## src/rtl/rv_dmem_wb_bridge_if.sv

```systemverilog
// Bundles for rv_dmem_wb_bridge.
//   rv_dmem_if : core data-memory request/response (master = execute/writeback, slave = bridge)
//   rv_wb_if   : Wishbone B4 pipelined bus (master = bridge, slave = bus target)
// Signal names keep the bridge-side _i/_o suffixes so they read the same as the block ports.

interface rv_dmem_if;
  logic [31:0] dm_addr_i;
  logic [31:0] dm_data_s_i;
  logic [3:0]  dm_data_select_i;
  logic        dm_store_i;
  logic        dm_load_i;
  logic        dm_ready_o;
  logic [31:0] dm_data_l_o;
  logic        dm_load_done_o;
  logic        dm_store_done_o;
  logic        dm_bus_err_o;

  modport master (
    output dm_addr_i, dm_data_s_i, dm_data_select_i, dm_store_i, dm_load_i,
    input  dm_ready_o, dm_data_l_o, dm_load_done_o, dm_store_done_o, dm_bus_err_o
  );

  modport slave (
    input  dm_addr_i, dm_data_s_i, dm_data_select_i, dm_store_i, dm_load_i,
    output dm_ready_o, dm_data_l_o, dm_load_done_o, dm_store_done_o, dm_bus_err_o
  );
endinterface

interface rv_wb_if;
  logic [31:0] wb_adr_o;
  logic [31:0] wb_dat_o;
  logic [3:0]  wb_sel_o;
  logic        wb_we_o;
  logic        wb_cyc_o;
  logic        wb_stb_o;
  logic [31:0] wb_dat_i;
  logic        wb_ack_i;
  logic        wb_err_i;
  logic        wb_stall_i;

  modport master (
    output wb_adr_o, wb_dat_o, wb_sel_o, wb_we_o, wb_cyc_o, wb_stb_o,
    input  wb_dat_i, wb_ack_i, wb_err_i, wb_stall_i
  );

  modport slave (
    input  wb_adr_o, wb_dat_o, wb_sel_o, wb_we_o, wb_cyc_o, wb_stb_o,
    output wb_dat_i, wb_ack_i, wb_err_i, wb_stall_i
  );
endinterface

```

## src/rtl/rv_dmem_wb_bridge.sv

```systemverilog
// Data-memory responder: turns one core load/store request into one Wishbone B4
// pipelined single transfer and returns data plus done/error pulses to writeback.
// Ports:
//   clk_i, rst_i : clock, synchronous active-high reset
//   dm           : core request/response bundle (slave side)
//   wb           : Wishbone bus (master side)
// Parameters:
//   g_timeout  : cycles a bus cycle may stay open without ack/err (1..65535)
//   g_err_data : load data returned on error or timeout

module rv_dmem_wb_bridge #(
  parameter int unsigned g_timeout  = 255,
  parameter logic [31:0] g_err_data = 32'h0000_0000
) (
  input logic     clk_i,
  input logic     rst_i,
  rv_dmem_if.slave dm,
  rv_wb_if.master  wb
);

  localparam int unsigned CNT_W = 16;

  typedef enum logic [1:0] {ST_IDLE, ST_STROBE, ST_WAIT} state_t;

  state_t           r_state, w_state_nxt;
  logic             r_ready, w_ready;
  logic             r_cyc, w_cyc;
  logic             r_stb, w_stb;
  logic             r_we, w_we;
  logic [31:0]      r_adr, w_adr;
  logic [31:0]      r_dat, w_dat;
  logic [3:0]       r_sel, w_sel;
  logic [31:0]      r_data_l, w_data_l;
  logic             r_load_done, w_load_done;
  logic             r_store_done, w_store_done;
  logic             r_bus_err, w_bus_err;
  logic [CNT_W-1:0] r_cnt, w_cnt;

  logic [CNT_W:0]   w_cnt_inc;
  logic             w_timeout;
  logic             w_fail;
  logic             w_end;

  // Count of open-cycle clocks including this one; abort once it reaches g_timeout.
  assign w_cnt_inc = {1'b0, r_cnt} + (CNT_W+1)'(1);
  assign w_timeout = (w_cnt_inc >= (CNT_W+1)'(g_timeout));
  // err wins over ack; timeout is treated as err
  assign w_fail    = wb.wb_err_i | w_timeout;
  assign w_end     = wb.wb_ack_i | w_fail;

  // State and registered outputs
  always_ff @(posedge clk_i) begin
    if (rst_i) begin
      r_state      <= ST_IDLE;
      r_ready      <= 1'b1;
      r_cyc        <= 1'b0;
      r_stb        <= 1'b0;
      r_we         <= 1'b0;
      r_adr        <= '0;
      r_dat        <= '0;
      r_sel        <= '0;
      r_data_l     <= '0;
      r_load_done  <= 1'b0;
      r_store_done <= 1'b0;
      r_bus_err    <= 1'b0;
      r_cnt        <= '0;
    end else begin
      r_state      <= w_state_nxt;
      r_ready      <= w_ready;
      r_cyc        <= w_cyc;
      r_stb        <= w_stb;
      r_we         <= w_we;
      r_adr        <= w_adr;
      r_dat        <= w_dat;
      r_sel        <= w_sel;
      r_data_l     <= w_data_l;
      r_load_done  <= w_load_done;
      r_store_done <= w_store_done;
      r_bus_err    <= w_bus_err;
      r_cnt        <= w_cnt;
    end
  end

  // Next state and next output values
  always_comb begin
    w_state_nxt  = r_state;
    w_ready      = r_ready;
    w_cyc        = r_cyc;
    w_stb        = r_stb;
    w_we         = r_we;
    w_adr        = r_adr;
    w_dat        = r_dat;
    w_sel        = r_sel;
    w_data_l     = r_data_l;
    w_load_done  = 1'b0;
    w_store_done = 1'b0;
    w_bus_err    = 1'b0;
    w_cnt        = r_cnt;

    case (r_state)
      ST_IDLE: begin
        if (dm.dm_load_i || dm.dm_store_i) begin
          // Store takes priority when both strobes are high
          w_we        = dm.dm_store_i;
          w_adr       = dm.dm_addr_i & 32'hFFFF_FFFC;
          w_dat       = dm.dm_data_s_i;
          w_sel       = dm.dm_data_select_i;
          w_cyc       = 1'b1;
          w_stb       = 1'b1;
          w_ready     = 1'b0;
          w_cnt       = '0;
          w_state_nxt = ST_STROBE;
        end
      end

      ST_STROBE, ST_WAIT: begin
        w_cnt = w_cnt_inc[CNT_W-1:0];
        if ((r_state == ST_STROBE) && !wb.wb_stall_i) begin
          w_stb       = 1'b0;
          w_state_nxt = ST_WAIT;
        end
        // Ack/err may land in the strobe cycle itself
        if (w_end) begin
          w_cyc        = 1'b0;
          w_stb        = 1'b0;
          w_ready      = 1'b1;
          w_load_done  = ~r_we;
          w_store_done = r_we;
          w_state_nxt  = ST_IDLE;
          if (w_fail) begin
            w_bus_err = 1'b1;
            w_data_l  = g_err_data;
          end else if (!r_we) begin
            w_data_l  = wb.wb_dat_i;
          end
        end
      end

      default: w_state_nxt = ST_IDLE;
    endcase
  end

  assign dm.dm_ready_o      = r_ready;
  assign dm.dm_data_l_o     = r_data_l;
  assign dm.dm_load_done_o  = r_load_done;
  assign dm.dm_store_done_o = r_store_done;
  assign dm.dm_bus_err_o    = r_bus_err;
  assign wb.wb_adr_o        = r_adr;
  assign wb.wb_dat_o        = r_dat;
  assign wb.wb_sel_o        = r_sel;
  assign wb.wb_we_o         = r_we;
  assign wb.wb_cyc_o        = r_cyc;
  assign wb.wb_stb_o        = r_stb;

endmodule
```

## src/flat_wrapper.sv

```systemverilog
// flat-port wrapper written by rule: the top's interface ports become plain ports
module rv_dmem_wb_bridge_flat 
#(
  parameter int unsigned g_timeout  = 255,
  parameter logic [31:0] g_err_data = 32'h0000_0000
)
  (clk_i, rst_i, dm_dm_addr_i, dm_dm_data_s_i, dm_dm_data_select_i, dm_dm_store_i, dm_dm_load_i, dm_dm_ready_o, dm_dm_data_l_o, dm_dm_load_done_o, dm_dm_store_done_o, dm_dm_bus_err_o, wb_wb_adr_o, wb_wb_dat_o, wb_wb_sel_o, wb_wb_we_o, wb_wb_cyc_o, wb_wb_stb_o, wb_wb_dat_i, wb_wb_ack_i, wb_wb_err_i, wb_wb_stall_i);
  rv_dmem_if dm_i ();
  rv_wb_if wb_i ();
  input logic clk_i;
  input logic rst_i;
  input wire logic [$bits(dm_i.dm_addr_i)-1:0] dm_dm_addr_i;
  input wire logic [$bits(dm_i.dm_data_s_i)-1:0] dm_dm_data_s_i;
  input wire logic [$bits(dm_i.dm_data_select_i)-1:0] dm_dm_data_select_i;
  input wire logic [$bits(dm_i.dm_store_i)-1:0] dm_dm_store_i;
  input wire logic [$bits(dm_i.dm_load_i)-1:0] dm_dm_load_i;
  output wire logic [$bits(dm_i.dm_ready_o)-1:0] dm_dm_ready_o;
  output wire logic [$bits(dm_i.dm_data_l_o)-1:0] dm_dm_data_l_o;
  output wire logic [$bits(dm_i.dm_load_done_o)-1:0] dm_dm_load_done_o;
  output wire logic [$bits(dm_i.dm_store_done_o)-1:0] dm_dm_store_done_o;
  output wire logic [$bits(dm_i.dm_bus_err_o)-1:0] dm_dm_bus_err_o;
  output wire logic [$bits(wb_i.wb_adr_o)-1:0] wb_wb_adr_o;
  output wire logic [$bits(wb_i.wb_dat_o)-1:0] wb_wb_dat_o;
  output wire logic [$bits(wb_i.wb_sel_o)-1:0] wb_wb_sel_o;
  output wire logic [$bits(wb_i.wb_we_o)-1:0] wb_wb_we_o;
  output wire logic [$bits(wb_i.wb_cyc_o)-1:0] wb_wb_cyc_o;
  output wire logic [$bits(wb_i.wb_stb_o)-1:0] wb_wb_stb_o;
  input wire logic [$bits(wb_i.wb_dat_i)-1:0] wb_wb_dat_i;
  input wire logic [$bits(wb_i.wb_ack_i)-1:0] wb_wb_ack_i;
  input wire logic [$bits(wb_i.wb_err_i)-1:0] wb_wb_err_i;
  input wire logic [$bits(wb_i.wb_stall_i)-1:0] wb_wb_stall_i;
  assign dm_i.dm_addr_i = dm_dm_addr_i;
  assign dm_i.dm_data_s_i = dm_dm_data_s_i;
  assign dm_i.dm_data_select_i = dm_dm_data_select_i;
  assign dm_i.dm_store_i = dm_dm_store_i;
  assign dm_i.dm_load_i = dm_dm_load_i;
  assign dm_dm_ready_o = dm_i.dm_ready_o;
  assign dm_dm_data_l_o = dm_i.dm_data_l_o;
  assign dm_dm_load_done_o = dm_i.dm_load_done_o;
  assign dm_dm_store_done_o = dm_i.dm_store_done_o;
  assign dm_dm_bus_err_o = dm_i.dm_bus_err_o;
  assign wb_wb_adr_o = wb_i.wb_adr_o;
  assign wb_wb_dat_o = wb_i.wb_dat_o;
  assign wb_wb_sel_o = wb_i.wb_sel_o;
  assign wb_wb_we_o = wb_i.wb_we_o;
  assign wb_wb_cyc_o = wb_i.wb_cyc_o;
  assign wb_wb_stb_o = wb_i.wb_stb_o;
  assign wb_i.wb_dat_i = wb_wb_dat_i;
  assign wb_i.wb_ack_i = wb_wb_ack_i;
  assign wb_i.wb_err_i = wb_wb_err_i;
  assign wb_i.wb_stall_i = wb_wb_stall_i;
  rv_dmem_wb_bridge #(.g_timeout(g_timeout), .g_err_data(g_err_data)) u_core (.clk_i(clk_i), .rst_i(rst_i), .dm(dm_i), .wb(wb_i));
endmodule
```

## config.mk

```make
export PLATFORM = sky130hd
export DESIGN_NAME = rv_dmem_wb_bridge_flat
export DESIGN_NICKNAME = d
export VERILOG_FILES = /design/src/rtl/rv_dmem_wb_bridge_if.sv /design/src/rtl/rv_dmem_wb_bridge.sv /design/src/flat_wrapper.sv
export SDC_FILE = /design/constraint.sdc
export NUM_CORES = 1
export LEC_CHECK = 0
export CAP_MARGIN = 20
export CORE_MARGIN = 10
export CORE_UTILIZATION = 30
export DETAILED_ROUTE_END_ITERATION = 10
export GPL_TIMING_DRIVEN = 0
export SETUP_SLACK_MARGIN = 0.3
export SLEW_MARGIN = 0
export SYNTH_ARGS = -nofsm -noshare
export SYNTH_HDL_FRONTEND = slang
export SYNTH_SLANG_ARGS = --single-unit
```

## constraint.sdc

```tcl
create_clock -name clk_i -period 2.6 [get_ports clk_i]
set_input_delay 0.52 -clock clk_i [delete_from_list [all_inputs] [get_ports clk_i]]
set_output_delay 0.52 -clock clk_i [all_outputs]
set_load 0.02 [all_outputs]
```

==> metrics.md <==
| Metric | Value |
|---|---|
| Clock sink count | `123` |
| Num rows | `48` |
| Post-Syn Area | `0.00536 mm²` |
| Hold depth | `2` |
| Worst R2R Setup Slack | `200 ps` |
| Vert. Die Dim | `154 µm` |
| Status | `complete, no violations` |
| Initial Utilization | `0.308` |
| Via count of the first global-routing pass | `5218` |
| Input/output buffers | `208` |
| TritonCTS clock tree | `done` |
| Setup-failing EPs final | `0` |
| Critical path's most frequent cell | `buf_6` |
| Worst Path Max Fanout | `6` |
| Arrival time worst endpoint | `2690 ps` |
| Mux cell area share after synthesis | `0.0756` |
| Hold Path End | `u_core.wb.wb_adr_o[13]` |
| Power share of the clock group | `0.424` |
| Hold path start | `u_core.wb.wb_adr_o[13]` |
| CP required | `2890 ps` |
| Cts bufs inserted | `17` |
| Max-slew violations | `0` |
| Crit path capture type | `flip-flop` |
| Clk buf depth | `2` |
| Pre-Repair DR Iteration Count | `4` |
| Combinational group share of total power | `0.203` |
| Worst setup path class | `reg -> reg` |
| Combinational family with the most area after synthesis | `simple AND/OR/NAND/NOR gates` |
| Final ANT Viol Nets | `0` |
| R2R Path Start | `u_core.r_cnt[0]` |
| RSZ-0062 raised after global routing | `true` |
| Critical path, cell by cell | `ha_4 > and3_4 > buf_6 > nand2_4 > a211o_1 > a221oi_4 > buf_6 > a31oi_4 > buf_4 > clkbuf_16 > mux2i_1` |
| Clock Latency Late Sink | `420 ps` |
| Drt wl/cell | `16.8 µm` |
| Die Area | `0.0236 mm²` |
| Initial antenna violation count | `0` |
| Total number of vias | `5242` |
| First-pass GRT wire length | `29.1 mm` |
| Final wirelength | `18.8 mm` |
| Net switching power | `1.49 mW` |
| Routed vias/inst | `4.68` |
| Yosys warns | `0` |
| Minimum clock period after layout | `2400 ps` |
| Pwr Total | `5.59 mW` |
| Die width | `154 µm` |
| # IOs | `214` |
| Post-synthesis async set-or-reset flop share | `0` |
| Least-Margin Pin Slew | `618 ps` |
| Setup Skew | `17.9 ps` |
| P&R area growth vs syn | `63.4%` |
| Ys flop type | `dfxtp_1` |
| Sequential power share | `0.372` |
| # H-tree levels | `4` |
| Final core occ | `0.503` |
| Compound-Gate Fraction of Synth Area | `0.130` |
| Final hold vios | `0` |
| Flops & latches, synth | `123` |
| Maxcap violations | `0` |
| Max_slew headroom | `0.588` |
| Total grt overflow | `0` |
| DRT iter0 DRCs | `185` |
| Worst reg2reg endpoint | `u_core.dm.dm_data_l_o[5]` |
| Worst Setup Start Kind | `flip-flop` |
| Root buffer cell | `clkbuf_16` |
| Adder-Cell Fraction of Synth Area | `0.0140` |
| Share of cells above drive strength 1 | `0.120` |
| Mean Syn Cell Area | `8.47 µm²` |
| Slowest stage cell, crit path | `dfxtp_4` |
| ANT cells | `0` |
| Worst R2R Path Depth | `11` |
| Min-Delay Path Class | `reg -> reg` |
| Number of synthesized flops with an enable pin | `0` |
| Commonest non-fill, non-tap cell in the layout | `clkdlybuf4s50_1` |
| Hpwl dp | `13.8 mm` |
| Critical path's largest stage delay | `390 ps` |
| Commonest non-fill, non-tap cells in the layout | `clkdlybuf4s50_1 (208), nand2_1 (149), dfxtp_1 (118)` |
| Post-synthesis sequential area ratio | `0.459` |
| Drc violations | `0` |
| Library cells used by synthesis | `53` |
| Max Fclk | `417 MHz` |
| Power per Cell Area | `638 mW/mm²` |
| Layout net count | `997` |
| Core Region | `0.0174 mm²` |
| Internal power | `4.10 mW` |
| Simple-Gate Fraction of Synth Area | `0.268` |
| Pin count of the biggest net entering global routing | `17` |
| Post-synthesis cell count | `633` |
| Synth Area in XOR/XNOR | `0.00327` |
| RD Place Congestion | `0.831` |
| Number of hold buffers added after cts | `0` |
| All-layer global routing usage | `0.152` |
| Leak | `3.25 nW` |
| Peak supply drop | `0.469 mV` |
| Final Cycle Share | `0.922` |
| Clk slew on worst S/H paths | `60 ps` |
| Switching Share | `0.266` |
==> synthesized netlist by cell type (2+ instances only) <==
cell / number / area share
a21o_1: 2 / 0.0028
a21oi_1: 81 / 0.076
a22oi_1: 7 / 0.0098
a2bb2oi_1: 2 / 0.0033
a311o_1: 2 / 0.0037
and3_1: 4 / 0.0047
buf_1: 7 / 0.0049
buf_2: 5 / 0.0047
buf_4: 2 / 0.0028
buf_6: 3 / 0.0063
clkbuf_1: 35 / 0.025
dfxtp_1: 123 / 0.46
ha_1: 6 / 0.014
inv_1: 8 / 0.0056
mux2_2: 3 / 0.0063
mux2i_1: 36 / 0.067
nand2_1: 151 / 0.11
nand2b_1: 34 / 0.040
nand3_1: 9 / 0.0084
nand3_2: 2 / 0.0037
nand4_1: 3 / 0.0035
nand4b_1: 32 / 0.052
nor2_1: 22 / 0.015
nor2b_1: 3 / 0.0035
nor3_1: 10 / 0.0093
nor3b_1: 2 / 0.0028
nor4_1: 3 / 0.0035
o21a_1: 3 / 0.0042
o21ai_0: 6 / 0.0056
o21ai_1: 2 / 0.0019
or2_2: 2 / 0.0023
xor2_1: 2 / 0.0033
==> power groups by stage <==
stage | combinational (mW) | sequential (mW) | clock [mW]
finish | 1.14 | 2.08 | 2.37
global route | 1.23 | 2.10 | 2.50
CTS | 1.12 | 2.08 | 2.41
detailed placement | 1.08 | 2.12 | 0
global placement | 1.08 | 2.12 | 0
floorplan | 0.386 | 2.27 | 0
==> worst max path at each step <==
stage / to / start / depth (start not counted)
after global routing: u_core.wb.wb_stb_o / u_core.r_cnt[0] / 11
after CTS: u_core.dm.dm_data_l_o[27] / u_core.r_cnt[0] / 9
after detailed placement: u_core.r_cnt[10] / dm_dm_store_i / 8
after floorplan: u_core.dm.dm_ready_o / u_core.r_cnt[1] / 8
final: u_core.dm.dm_data_l_o[5] / u_core.r_cnt[0] / 11
after global placement: u_core.r_cnt[10] / dm_dm_store_i / 8
==> cells by family after synthesis <==
| family | after synthesis |
|---|---|
| and+or+nand+nor | 284 |
| DFF | 123 |
| AOI/OAI and AO/OA | 116 |
| buffers and inverters | 61 |
| muxes | 40 |
| adders and majority gates | 6 |
| xor gates and xnor gates | 2 |
| other | 1 |
==> critical path, delay by kind of cell, from the launching register on <==
family	cells	cell delay, ps
compound gates	3	770
buf+inv	4	620
flops	1	390
simple gates	2	230
fa+ha+maj	1	150
mux	1	110
==> timing repair <==
item                                    CTS  global route
resized for setup                        30            30
pin swaps                                 8             5
endpoints found under the setup margin   56            68
setup buffers                            15             6
cloned                                    1             1
==> area by class of cell <==
cell class / instances / area [µm²]
clock buffers: 24 / 502
inverters: 8 / 30.0
repair buffers: 231 / 2310
plain buffers: 53 / 284
flip-flops and latches: 123 / 2470
fillers: 1703 / 8660
clock inverters: 6 / 86.3
multi-input cells: 450 / 2800
well taps: 225 / 282
==> per-layer routing <==
metal,wire (µm),global-route usage
met1,8230,0.183
met2,8390,0.229
met3,2050,0.0856
met4,157,0.0396
met5,0,0
==> state kept, by name, indices dropped and copies added, names as in the netlist <==
signal / cells
u_core.dm.dm_data_l_o: 32
u_core.wb.wb_dat_o: 32
u_core.wb.wb_adr_o: 30
u_core.r_cnt: 16
u_core.wb.wb_sel_o: 4
u_core.r_state: 2
u_core.dm.dm_bus_err_o: 1
u_core.dm.dm_load_done_o: 1
u_core.dm.dm_ready_o: 1
u_core.dm.dm_store_done_o: 1
u_core.wb.wb_cyc_o: 1
u_core.wb.wb_stb_o: 1
u_core.wb.wb_we_o: 1
==> per-stage QoR <==
stage | setup WS, ps | hold slack (ps) | setup TNS [ps] | instance area (µm²) | instances
floorplan | 305 | 485 | 0 | 5380 | 634
global placement | -544 | 441 | -8990 | 7750 | 1067
detailed placement | -494 | 446 | -9590 | 7750 | 1067
CTS | 244 | 453 | 0 | 8580 | 1113
global route | 146 | 467 | 0 | 8760 | 1120
finish | 204 | 452 | 0 | 8760 | 1120
Power figures use the tool's default switching activity.
